<file path="src/rtl/rvx_pkg.sv">
// Shared RVX10P types: result-select encoding, register address type and datapath width.
package rvx_pkg;

    localparam int XLEN = 32;

    typedef logic [4:0] reg_addr_t;

    typedef enum logic [1:0] {
        RES_ALU = 2'b00,
        RES_MEM = 2'b01,
        RES_PC4 = 2'b10
    } result_src_e;

    // True when an architectural address maps onto a physical entry of an nregs-deep file.
    function automatic logic addr_in_range(input reg_addr_t addr, input int nregs);
        return (32'(addr) < nregs);
    endfunction

endpackage

</file>
<file path="src/rtl/regfile_2r1w.sv">
// Integer register array: one synchronous write port, two async read ports and a raw debug port.
// x0 and out-of-range addresses read as zero and are never written.
module regfile_2r1w #(
    parameter int XLEN  = 32,
    parameter int NREGS = 32
) (
    input  logic            clk,
    input  logic            reset,
    input  logic            we_i,
    input  logic [4:0]      waddr_i,
    input  logic [XLEN-1:0] wdata_i,
    input  logic [4:0]      raddr1_i,
    output logic [XLEN-1:0] rdata1_o,
    input  logic [4:0]      raddr2_i,
    output logic [XLEN-1:0] rdata2_o,
    input  logic [4:0]      dbg_addr_i,
    output logic [XLEN-1:0] dbg_data_o
);
    import rvx_pkg::*;

    localparam int AW = (NREGS > 1) ? $clog2(NREGS) : 1;

    logic [XLEN-1:0] rf_q [NREGS];

    function automatic logic [XLEN-1:0] read_port(input reg_addr_t addr);
        logic [XLEN-1:0] val;
        val = '0;
        if (addr != '0 && addr_in_range(addr, NREGS)) begin
            val = rf_q[addr[AW-1:0]];
        end
        return val;
    endfunction

    // Reset clears every entry so nothing undefined leaks out after the first reset.
    always_ff @(posedge clk) begin
        if (reset) begin
            for (int i = 0; i < NREGS; i++) begin
                rf_q[i] <= '0;
            end
        end else if (we_i && waddr_i != '0 && addr_in_range(waddr_i, NREGS)) begin
            rf_q[waddr_i[AW-1:0]] <= wdata_i;
        end
    end

    always_comb begin
        rdata1_o   = read_port(raddr1_i);
        rdata2_o   = read_port(raddr2_i);
        dbg_data_o = read_port(dbg_addr_i);
    end

endmodule

</file>
<file path="src/rtl/wb_regfile.sv">
// Writeback stage: result select, register-file write with same-cycle bypass to decode,
// and the retired-instruction counter.
module wb_regfile #(
    parameter int XLEN  = rvx_pkg::XLEN,
    parameter int NREGS = 32,
    parameter int CNT_W = 64
) (
    input  logic             clk,
    input  logic             reset,
    input  logic             RegWriteW,
    input  logic [1:0]       ResultSrcW,
    input  logic             ValidW,
    input  logic [4:0]       RdW,
    input  logic [XLEN-1:0]  ALUResultW,
    input  logic [XLEN-1:0]  ReadDataW,
    input  logic [XLEN-1:0]  PCPlus4W,
    input  logic [4:0]       Rs1D,
    input  logic [4:0]       Rs2D,
    output logic [XLEN-1:0]  RD1D,
    output logic [XLEN-1:0]  RD2D,
    output logic [XLEN-1:0]  ResultW,
    input  logic [4:0]       DbgAddr,
    output logic [XLEN-1:0]  DbgData,
    output logic [CNT_W-1:0] InstretW
);
    import rvx_pkg::*;

    logic [XLEN-1:0]  result_d;
    logic [XLEN-1:0]  arr_rd1;
    logic [XLEN-1:0]  arr_rd2;
    logic             byp1;
    logic             byp2;
    logic [CNT_W-1:0] instret_q;
    logic [CNT_W-1:0] instret_d;

    // Encoding 11 is reserved and falls back to the ALU result.
    always_comb begin
        result_d = ALUResultW;
        case (result_src_e'(ResultSrcW))
            RES_MEM: result_d = ReadDataW;
            RES_PC4: result_d = PCPlus4W;
            default: result_d = ALUResultW;
        endcase
    end

    assign ResultW = result_d;

    regfile_2r1w #(
        .XLEN  (XLEN),
        .NREGS (NREGS)
    ) u_rf (
        .clk        (clk),
        .reset      (reset),
        .we_i       (RegWriteW),
        .waddr_i    (RdW),
        .wdata_i    (result_d),
        .raddr1_i   (Rs1D),
        .rdata1_o   (arr_rd1),
        .raddr2_i   (Rs2D),
        .rdata2_o   (arr_rd2),
        .dbg_addr_i (DbgAddr),
        .dbg_data_o (DbgData)
    );

    // Bypass deliberately ignores ValidW and reset: bubbles arrive with RegWriteW low.
    always_comb begin
        byp1 = RegWriteW && (RdW == Rs1D) && (Rs1D != '0);
        byp2 = RegWriteW && (RdW == Rs2D) && (Rs2D != '0);
        RD1D = byp1 ? result_d : arr_rd1;
        RD2D = byp2 ? result_d : arr_rd2;
    end

    always_comb begin
        instret_d = instret_q;
        if (ValidW) begin
            instret_d = instret_q + CNT_W'(1);
        end
    end

    always_ff @(posedge clk) begin
        if (reset) begin
            instret_q <= '0;
        end else begin
            instret_q <= instret_d;
        end
    end

    assign InstretW = instret_q;

endmodule
</file>
<file path="config.mk">
export PLATFORM = sky130hd
export DESIGN_NAME = wb_regfile
export DESIGN_NICKNAME = d
export VERILOG_FILES = /design/src/rtl/rvx_pkg.sv /design/src/rtl/regfile_2r1w.sv /design/src/rtl/wb_regfile.sv
export SDC_FILE = /design/constraint.sdc
export NUM_CORES = 2
export LEC_CHECK = 0
export CORE_ASPECT_RATIO = 1.5
export CORE_MARGIN = 2
export CORE_UTILIZATION = 45
export CTS_BUF_LIST = sky130_fd_sc_hd__clkbuf_4
export DETAILED_ROUTE_END_ITERATION = 16
export SLEW_MARGIN = 25
export SYNTH_ARGS = -nofsm -noshare
export SYNTH_HDL_FRONTEND = slang
export SYNTH_HIERARCHICAL = 1
export SYNTH_SLANG_ARGS = --single-unit
</file>
<file path="constraint.sdc">
create_clock -name clk -period 3.75 [get_ports clk]
set_input_delay 0.75 -clock clk [delete_from_list [all_inputs] [get_ports clk]]
set_output_delay 0.75 -clock clk [all_outputs]
set_load 0.01 [all_outputs]
</file>
==> impl_metrics.tcl <==
set metrics [dict create \
    place_ws_ns -1.161 \
    finalCritPeriodShare_pct 114.7 \
    cts_buffer_depth 4 \
    drc_errors 0 \
    final_common_cell "edfxtp_1" \
    drtIter0Drc 6680 \
    numPortBuffers 313 \
    gp_routability_congestion 0.9648 \
    root_buffer "clkbuf_4" \
    rsz0062_at_grt "yes" \
    skew_ns 0.07702 \
    seq_area_frac_synth_pct 47.71 \
    drt-vias-per-instance 6.585 \
    setup_ws_ns -0.5496 \
    row_count 173 \
    antenna_left 0 \
    grt_usage_pct 35.57 \
    start_kind "flip-flop" \
    power_density_nw_per_um2 371.3 \
    core_um2 148100 \
    wl_met3_um 32710 \
    fin_util_pct 58.06 \
    dr.pass1.iters 6 \
    period_minus_slack_ns 4.300 \
    syn-cell-area_um2 67140 \
    status "finished, violations left" \
    async_flop_share_pct 0 \
    grt_pass1_wl_um 385000 \
    synth_area_leaders "edfxtp_1, mux4_2, and2_1" \
    clkLatencyLatePin_ns 1.28 \
    numCtsBuffers 289 \
    dp_hpwl_um 185900 \
    drive_gt1_share_pct 42.22 \
    synth_edf_count 1024 \
    grt_pass1_vias 53465 \
    area_growth_pct 28.05 \
    overflow 0 \
    peakVddDrop_mv 0.3376 \
    worst_ep_required_time_ns 3.00 \
    highest_layer "met5" \
    synth_top_area_cell "edfxtp_1" \
    grt_max_degree 67 \
    hold_class "in2reg" \
    hold_viol_final 0 \
    synth_flop_cell "edfxtp_1" \
    most-common-layout-cells "edfxtp_1, and2_1, buf_4" \
    met2_length_um 129800 \
    cp.arrival_ns 3.55 \
    die_h_um 477.1 \
    vias 52719 \
    setup_viol 88 \
    crit_path_max_fanout 2 \
    wl_met1_um 98110 \
    crit_type "reg2out" \
    netlist.area_leader.share_pct 45.80 \
    cp-end-kind "output pin" \
    p_leak_nw 31.76 \
    ys_types 60 \
    violations "negative setup slack" \
    synthCells 4883 \
    dieArea_um2 152400 \
    fmax_ghz 0.2326 \
    cts_tree "yes" \
    synth-seq-cells 1088 \
    ys_warn_count 6 \
    wl_um 275000 \
    cts.htree.levels 5 \
    max-cap-violations 0 \
    cts.sinks 1088 \
    avgSynthCellArea_um2 13.75 \
    postCtsHoldBufs 0 \
    fin_nets 6023 \
    ios 314 \
    start_util_pct 45.34 \
    grt_antenna_before_repair 13 \
    clkTransAtPathRegs_ns 0.07 \
    worst_slew_pin_slew_ns 0.8309 \
    die_width_um 319.4 \
    slew_violations 0 \
    wl_per_cell_um 34.34 \
    relSlewSlack_pct 44.61 \
]
cell type report:
type	count	area [um^2]
inverter	36	135.1
clock inverter	74	349.1
timing repair buffer	1215	12390
clock buffer	392	2943
sequential	1088	32030
antenna	8	20.02
fill	11817	62090
tap	1925	2409
multi-input combinational	3268	35680
cell usage after synthesis, drive strengths merged (2+ instances only):
cell type     n
ha            3
o221ai       28
o32ai        17
nor2b        58
buf         163
nand3        33
xor2         28
or3          13
nand3b        5
or4          11
edfxtp     1024
and3          7
o22ai        69
nor4b         3
or2          33
a21oi        85
mux2i       360
xnor2        20
a211o        24
a31oi         3
a22oi       103
and2       1016
a211oi       61
a221oi       25
nor4         38
nand4        31
a2111oi      30
or3b          4
mux2        130
dfxtp        64
and4b         2
nor3         50
inv          36
nand2b        4
a311oi        4
nor2        118
mux4        623
nand2        76
clkbuf      360
o31ai        11
o21ai        41
a22o         63
metrics by stage:
step           power (mW)  hold slack, ns  instances  instance area, um^2  setup TNS (ns)
2_1_floorplan       17.74          0.5080       4914                67250               0
3_3_place_gp        21.21          0.4849       7419                79210          -50.69
3_5_place_dp        21.27          0.5018       7419                79220          -49.07
4_1_cts             31.76       0.0003741       7977                85300          -35.89
5_1_grt             32.86         0.08505       8003                85960          -37.01
6_report            31.92          0.1914       8006                85960          -25.04
power by group:
part	leakage, nW	internal (mW)	switching [mW]	total (mW)
clock network	1.99	4.95	5.11	10.1
logic	19.5	3.57	3.86	7.44
registers	10.3	13.9	0.504	14.4
cells by family (layout without fill, tap and decap cells):
| group | after synthesis | in the layout | share of synthesized area, % |
|---|---|---|---|
| xor+xnor | 48 | 48 | 0.6262 |
| simple gates | 1505 | 1506 | 13.39 |
| other cells | 1 | 40 | 0.005586 |
| flops | 1088 | 1088 | 47.71 |
| buf+inv | 559 | 1717 | 3.677 |
| compound gates | 566 | 566 | 6.087 |
| mux | 1113 | 1113 | 28.45 |
| fa+ha+maj | 3 | 3 | 0.05592 |
worst paths after layout:
| path | from | end | slack [ns] | cells after the start |
|---|---|---|---|---|
| min | reset | u_rf/rf_q[0][13] | 0.19 | 2 |
| max reg2reg | InstretW[0] | InstretW[52] | 1.26 | 8 |
| min reg2reg | InstretW[61] | InstretW[61] | 0.51 | 2 |
| max | u_rf/rf_q[11][31] | RD2D[31] | -0.55 | 8 |
flip-flops by register name, indices dropped and copies added (netlist names):
register,count
u_rf/rf_q,1024
InstretW,64
worst max-delay path: stages (launching register included):
cell	delay, ns
edfxtp_1	0.44
buf_6	0.15
mux4_2	0.43
mux2i_1	0.17
buf_4	0.18
o22ai_2	0.06
or3_4	0.40
mux2_4	0.29
buf_6	0.12
metal layers:
metal	global-route usage, %	vias up
met3	10.25	863
met5	0	-
met4	17.25	10
li1	-	21266
met2	57.07	3816
met1	44.16	26764
repair_timing:
item / 4_1_cts / 5_1_grt
pin swaps: 174 / 51
endpoints found under the setup margin: 101 / 108
buffers inserted: 122 / 24
gates resized for setup: 855 / 97
cloned: 2 / 1
Note: power is estimated with default switching activity, not from simulation.
